===== src/rtl/btn_pkg.sv =====
// rtl/btn_pkg.sv - shared state encoding and event bit ordering for button event logic
package btn_pkg;

    typedef enum logic [1:0] {
        ST_IDLE    = 2'd0,
        ST_PRESSED = 2'd1,
        ST_LONG    = 2'd2
    } btn_state_t;

    // Event vector bit positions, shared with the register block
    localparam int EV_PRESS   = 0;
    localparam int EV_RELEASE = 1;
    localparam int EV_LONG    = 2;
    localparam int EV_REPEAT  = 3;
    localparam int EV_W       = 4;

endpackage


===== src/rtl/button_event_gen.sv =====
// rtl/button_event_gen.sv - debounced button level to press/release/long-press/repeat pulses
module button_event_gen
    import btn_pkg::*;
#(
    parameter bit ACTIVE_HIGH   = 1'b1,
    parameter int LONG_CYCLES   = 4096,
    parameter int REPEAT_CYCLES = 1024,
    parameter int CNT_W         = 16
) (
    input  logic       clk,
    input  logic       rst,
    input  logic       clean,
    output logic       press,
    output logic       release_pulse,
    output logic       long_press,
    output logic       repeat_pulse,
    output logic       held,
    output logic [7:0] press_count
);

    if (LONG_CYCLES < 1 || LONG_CYCLES >= (1 << CNT_W) || REPEAT_CYCLES >= (1 << CNT_W)) begin : g_bad_params
        $error("button_event_gen: LONG_CYCLES/REPEAT_CYCLES out of range for CNT_W");
    end

    localparam logic [CNT_W-1:0] LONG_LAST = CNT_W'(LONG_CYCLES - 1);
    localparam logic [CNT_W-1:0] REP_LAST  = CNT_W'((REPEAT_CYCLES == 0) ? 0 : REPEAT_CYCLES - 1);
    localparam bit               REP_EN    = (REPEAT_CYCLES != 0);

    logic             s_q;
    btn_state_t       state_q, state_d;
    logic [CNT_W-1:0] hold_q, hold_d;
    logic [CNT_W-1:0] rep_q, rep_d;
    logic [EV_W-1:0]  ev_q, ev_d;
    logic [7:0]       cnt_q, cnt_d;
    logic             held_q;

    // Release is checked first in every held state so it wins over long/repeat
    always_comb begin
        state_d = state_q;
        hold_d  = hold_q;
        rep_d   = rep_q;
        cnt_d   = cnt_q;
        ev_d    = '0;
        case (state_q)
            ST_IDLE: begin
                if (s_q) begin
                    state_d        = ST_PRESSED;
                    ev_d[EV_PRESS] = 1'b1;
                    hold_d         = '0;
                    cnt_d          = cnt_q + 8'd1;
                end
            end
            ST_PRESSED: begin
                if (!s_q) begin
                    state_d          = ST_IDLE;
                    ev_d[EV_RELEASE] = 1'b1;
                end else if (hold_q == LONG_LAST) begin
                    state_d       = ST_LONG;
                    ev_d[EV_LONG] = 1'b1;
                    rep_d         = '0;
                end else begin
                    hold_d = hold_q + CNT_W'(1);
                end
            end
            ST_LONG: begin
                if (!s_q) begin
                    state_d          = ST_IDLE;
                    ev_d[EV_RELEASE] = 1'b1;
                end else if (REP_EN) begin
                    if (rep_q == REP_LAST) begin
                        ev_d[EV_REPEAT] = 1'b1;
                        rep_d           = '0;
                    end else begin
                        rep_d = rep_q + CNT_W'(1);
                    end
                end
            end
            default: state_d = ST_IDLE;
        endcase
    end

    always_ff @(posedge clk or posedge rst) begin
        if (rst) begin
            s_q     <= 1'b0;
            state_q <= ST_IDLE;
            hold_q  <= '0;
            rep_q   <= '0;
            cnt_q   <= '0;
            ev_q    <= '0;
            held_q  <= 1'b0;
        end else begin
            s_q     <= (clean ~^ ACTIVE_HIGH);
            state_q <= state_d;
            hold_q  <= hold_d;
            rep_q   <= rep_d;
            cnt_q   <= cnt_d;
            ev_q    <= ev_d;
            held_q  <= (state_d != ST_IDLE);
        end
    end

    assign press         = ev_q[EV_PRESS];
    assign release_pulse = ev_q[EV_RELEASE];
    assign long_press    = ev_q[EV_LONG];
    assign repeat_pulse  = ev_q[EV_REPEAT];
    assign held          = held_q;
    assign press_count   = cnt_q;

endmodule


===== config.mk =====
export PLATFORM = sky130hd
export DESIGN_NAME = button_event_gen
export DESIGN_NICKNAME = d
export VERILOG_FILES = /design/src/rtl/btn_pkg.sv /design/src/rtl/button_event_gen.sv
export SDC_FILE = /design/constraint.sdc
export NUM_CORES = 1
export LEC_CHECK = 0
export BUFFER_PORTS_ARGS = -buffer_cell sky130_fd_sc_hd__buf_2
export CAP_MARGIN = 20
export CELL_PAD_IN_SITES_DETAIL_PLACEMENT = 0
export CELL_PAD_IN_SITES_GLOBAL_PLACEMENT = 1
export CORE_MARGIN = 2
export CORE_UTILIZATION = 40
export CTS_BUF_LIST = sky130_fd_sc_hd__clkbuf_4 sky130_fd_sc_hd__clkbuf_8
export CTS_CLUSTER_SIZE = 25
export DETAILED_ROUTE_END_ITERATION = 7
export PLACE_DENSITY_LB_ADDON = 0.1
export SLEW_MARGIN = 20
export SYNTH_ARGS = -nofsm -noshare
export SYNTH_HDL_FRONTEND = slang
export SYNTH_SLANG_ARGS = --single-unit

===== constraint.sdc =====
create_clock -name clk -period 6.4 [get_ports clk]
set_clock_uncertainty 0.2 [all_clocks]
set_input_delay 1.28 -clock clk [delete_from_list [all_inputs] [get_ports clk]]
set_output_delay 1.28 -clock clk [all_outputs]
set_load 0.05 [all_outputs]

==> results of run 1 <==
per-stage QoR:
stage	hold slack, ps	utilization [%]	power (uW)	instance area, um^2	instances
global placement	257	44.0	627	2650	343
finish	271	46.2	861	2780	351
global route	302	46.2	905	2780	351
floorplan	238	-	569	2530	262
CTS	275	46.1	873	2780	351
detailed placement	258	44.0	629	2650	343
worst max path at each step:
stage	endpoint	slack, ps	cells past startpoint
2_1_floorplan	ev_q[0]	3780	1
3_3_place_gp	rep_q[9]	3610	6
3_5_place_dp	rep_q[9]	3570	6
4_1_cts	rep_q[9]	3540	7
5_1_grt	rep_q[9]	3380	7
6_report	rep_q[9]	3540	7
logic make-up after synthesis:
| kind of cell | after synthesis |
|---|---|
| and+or+nand+nor | 106 |
| AOI/OAI and AO/OA | 59 |
| DFF | 48 |
| buffers and inverters | 22 |
| xor gates and xnor gates | 19 |
| adders and majority gates | 7 |
| muxes | 1 |
report_power, final:
part | total [uW] | switching, uW | internal, uW | leakage (uW)
registers | 379 | 37.2 | 342 | 0.000649
clock network | 241 | 103 | 138 | 0.0000645
logic | 241 | 172 | 68.4 | 0.000550
synth_stat cells, drive strengths merged (4+ instances only):
| cell type | count |
|---|---|
| dfrtp | 48 |
| nor2 | 23 |
| nand2 | 21 |
| o21ai | 21 |
| nand3 | 16 |
| xor2 | 14 |
| inv | 11 |
| clkbuf | 9 |
| nand4 | 9 |
| o31ai | 9 |
| and3 | 7 |
| ha | 7 |
| a21oi | 6 |
| nor4 | 5 |
| or4 | 5 |
| xnor2 | 5 |
| a21o | 4 |
| nor3 | 4 |
| o211ai | 4 |
critical path, stage by stage (launching register included):
cell       delay [ps]
dfrtp_1           410
ha_1              190
nand3_1           250
or4_4             670
a2bb2oi_2         160
buf_4             210
or2_1             360
o41ai_2           300
registers in the layout (all words and copies together), names as in the netlist:
| register | flops |
|---|---|
| ev_q | 4 |
| held | 1 |
| hold_q | 16 |
| press_count | 8 |
| rep_q | 16 |
| s_q | 1 |
| state_q | 2 |
final cells by class:
type                       count  area share (%)
clock inverter                 1            1.08
tap                           75            3.37
sequential                    48            43.2
clock buffer                   7            3.46
multi-input combinational    192            44.1
timing repair buffer          17            3.24
inverter                      11            1.53
metal layers:
metal / wire (um) / vias up / part of all wire, %
met4: 82 / 0 / 1.6
met1: 2790 / 884 / 55
met3: 99 / 7 / 1.9
met5: 0 / - / 0
li1: - / 974 / -
met2: 2140 / 19 / 42
==> impl_metrics.yaml, run 1 <==
grt:
  grtUsageMet1_pct: 22.5
  grt_max_degree: 49
  use_met2_pct: 23.5
  antenna_found_initial: 0
  grt_pass1_vias: 1852
  busiest_layer: "met2"
  met3_usage_pct: 2.37
  grt_pass1_wl_um: 8850
  grt_overflow: 0
  track_usage_pct: 15.5
synthesis:
  synth-seq-area-share_pct: 47.5
  synthSimpleGateAreaFrac_pct: 21.9
  synth_xor_area_share_pct: 6.59
  ys.flop_type: "dfrtp_1"
  ys_warn_count: 0
  syn-num-nets: 272
  yosysUniqueCellTypes: 43
  syn_area_um2: 2530
  synth_compound_area_share_pct: 16.1
  synth_top_area_share_pct: 47.5
  postSynthCellCount: 262
  ys_seq_elements: 48
  synth_mux_area_share_pct: 0.446
  synth_largest_area_cell: "dfrtp_1"
  async_reset_ff_share_pct: 100
  synth_top_family_by_area: "simple AND/OR/NAND/NOR gates"
  syn_area_per_cell_um2: 9.64
  synth_edf_count: 0
  synth.top_cells.by_area: "dfrtp_1 48%, xor2_1 4.9%, ha_1 3.5%, nor2_1 3.4%, nand3_1 3.2%"
  synthAdderAreaFrac_pct: 3.47
hold_path:
  hold-path-cell-count: 1
  hold_start: "press_count[7]"
  hp-class: "reg2reg"
  hold_end: "press_count[7]"
clock_network:
  cts_inserted_buffers: 5
  clock-sinks: 48
  root_buffer: "clkbuf_8"
  clk-insertion-delay-late_ps: 300
  cts_resized: 0
  cts.htree.levels: 2
  cts_buffer_depth: 2
  cts_tree: "built"
  cts_setup_buffers: 0
  clk_pin_slew_ps: 90
  hold_buffers: 0
floorplan:
  die_h_um: 83.5
  row_count: 28
  design.die.area_um2: 6970
  io_pins: 16
  die_w_um: 83.5
  initial_core_util_pct: 41.9
  core_um2: 6030
layout:
  fin_nets: 285
  multiInputGateArea_um2: 1230
  regArea_um2: 1200
  mostFrequentLayoutCell: "dfrtp_1"
  flow.area_growth_from_synthesis_pct: 10.1
  antenna_cells: 0
  nFillCells: 606
  mostFrequentLayoutCells: "48 x dfrtp_1, 23 x nor2_1, 21 x nand2_1"
  drive_gt1_share_pct: 11.6
sta:
  maxSlewViolCount: 0
  relSlewSlack_pct: 27.1
  tightest_slew_ps: 1080
  fin_crit_sh_pct: 44.7
  fin_ws_ps: 3540
  rsz0062_at_grt: "false"
  setup_viol: 0
  finalCriticalPeriod_ps: 2860
  hold_viol: 0
  timing.fmax_mhz: 350
  tns_ps: 0
routing:
  drt_iter0_markers: 63
  ant_nets: 0
  wl_um: 5110
  avgViaCountPerCell: 5.37
  avgRoutedWirePerCell_um: 14.5
  num_vias: 1884
  drtPass1Iterations: 4
  drc_errors: 0
place:
  portBuffers: 15
  pre_cts_ws_ps: 3570
  dp_hpwl_um: 3430
  gp_congestion: 0.718
outcome:
  status: "finished clean"
worst_setup_path:
  cp-end-kind: "flip-flop"
  worst_setup_path_start_kind: "flip-flop"
  worstPathArrival_ps: 2860
  rr_worst_depth: 7
  critPathMaxFanout: 25
  critPathKind: "reg2reg"
  r2r_slack_ps: 3540
  cp.required_ps: 6400
  startpoint: "hold_q[0]"
  rr_endpoint: "rep_q[9]"
  r2r_start: "hold_q[0]"
power:
  vdd_ir_drop_max_uv: 310
  p_leak_uw: 0.00126
  p_per_area_nw_per_um2: 309
flow_run:
  cap_violations: 0
Note: power is estimated with default switching activity, not from simulation.
==> inputs of run 2 (changes only) <==
Clock period 6.4 ns to 2.6 ns, I/O delays scaled along.
==> run 2 against run 1 <==
  * Core utilization rose by 3.1 points
  * Sequential share of layout area fell by 2.7 points
  * Register-to-register slack got worse by 3400 ps
  * Critical path depth fell by 2
  * Final cell count rose by 6.6%
  * Clock power rose by 120%
  * Clock-buffer cell count fell by 2
  * First-iteration DRC count rose by 120%
  * Die area did not move
  * Worst hold slack got worse by 150 ps
  * Flip-flop and latch count did not move
  * Critical path type unchanged
==> impl_metrics.yaml, run 2 (same netlist as run 1, synthesis figures left out) <==
grt:
  antenna_found_initial: 0
  grt_pass1_vias: 2036
  track_usage_pct: 17.0
  grt_overflow: 0
  grt_max_degree: 24
  grt_pass1_wl_um: 9890
layout:
  regArea_um2: 1200
  final_area_um2: 2970
  antenna_cells: 0
  drive_gt1_share_pct: 18.4
  multiInputGateArea_um2: 1240
  nFillCells: 573
  mostFrequentLayoutCell: "dfrtp_1"
  mostFrequentLayoutCells: "48 x dfrtp_1, 23 x nor2_1, 23 x buf_4"
  fin_nets: 308
  stdcell_count: 374
  flow.area_growth_from_synthesis_pct: 17.4
clock_network:
  clk_pin_slew_ps: 90
  clock-sinks: 48
  cts_inserted_buffers: 5
  cts_tree: "built"
  cts_buffer_depth: 2
  root_buffer: "clkbuf_8"
  cts.htree.levels: 2
  clk-insertion-delay-late_ps: 310
floorplan:
  design.die.area_um2: 6970
  initial_core_util_pct: 41.9
  io_pins: 16
  die_h_um: 83.5
  row_count: 28
  die_w_um: 83.5
  core_um2: 6030
sta:
  fin_ws_ps: 116
  maxSlewViolCount: 0
  fin_crit_sh_pct: 95.6
  setup_viol: 0
  tns_ps: 0
  hold_viol: 0
  timing.fmax_mhz: 402
  relSlewSlack_pct: 69.4
  rsz0062_at_grt: "false"
  tightest_slew_ps: 455
  finalCriticalPeriod_ps: 2480
place:
  pre_cts_ws_ps: 15.1
  gp_congestion: 0.739
  portBuffers: 15
  place_area_um2: 2820
  dp.cells: 363
  dp_hpwl_um: 3880
routing:
  drt_iter0_markers: 137
  wl_um: 5450
  highest_layer: "met4"
  drc_errors: 0
  ant_nets: 0
  wl_met1_um: 2900
  drtPass1Iterations: 4
  avgRoutedWirePerCell_um: 14.6
  wl_met2_um: 2330
  avgViaCountPerCell: 5.34
  num_vias: 1999
  wl_met3_um: 150
worst_setup_path:
  worstPathArrival_ps: 2510
  cp-end-kind: "flip-flop"
  cp.required_ps: 2630
  worst_setup_path_start_kind: "flip-flop"
  critPathMaxFanout: 9
  critPathKind: "reg2reg"
power:
  p_leak_uw: 0.00137
  vdd_ir_drop_max_uv: 581
  p_total_uw: 2130
  p_per_area_nw_per_um2: 718
hold_path:
  hp-class: "in2reg"
outcome:
  status: "finished clean"
flow_run:
  cap_violations: 0
==> run 2: critical path, stage by stage, from the launching register on <==
cell and delay [ps]:
dfrtp_1 390, or4_4 550, or4_4 450, a2bb2oi_4 200, or4_1 510, o211ai_1 110
==> run 2: through the flow <==
stage | hold WS, ps | util (%)
floorplan | 238 | -
global placement | 255 | 46.7
detailed placement | 266 | 46.7
CTS | 111 | 48.8
global route | 108 | 49.2
finish | 120 | 49.2
==> run 2: where the power goes <==
part	total [uW]	internal [uW]	switching [uW]
clock network	542	285	258
registers	930	841	88.9
logic	657	217	440
==> run 2: timing repair <==
| action | CTS | global route |
|---|---|---|
| hold buffers | 1 | 0 |
| buffers inserted | 0 | 2 |
| pin swaps | 0 | 1 |
| hold endpoints to repair | 13 | 0 |
| setup endpoints to repair | 2 | 5 |
| gates resized for setup | 1 | 1 |
==> run 2: path summary, 6_finish.rpt <==
check	cells after the start	endpoint	slack (ps)	start
min in group asynchronous	3	rep_q[12]	510	rst
setup reg to reg	5	rep_q[3]	120	hold_q[12]
hold / removal	1	s_q	120	clean
hold reg to reg	1	press_count[7]	270	press_count[7]
setup / recovery	5	rep_q[3]	120	hold_q[12]
max in group asynchronous	4	hold_q[14]	1190	rst
==> run 2: area by class of cell <==
| class | count | share of cell area (%) |
|---|---|---|
| multi-input combinational | 192 | 41.8 |
| sequential | 48 | 40.5 |
| timing repair buffer | 40 | 9.36 |
| tap | 75 | 3.16 |
| clock buffer | 5 | 2.32 |
| clock inverter | 3 | 1.43 |
| inverter | 11 | 1.39 |
==> run 2: metal layers <==
metal	up-vias	global-route usage, %
met5	-	0
li1	1024	-
met4	0	5.57
met1	945	25.2
met2	23	25.0
met3	7	3.26
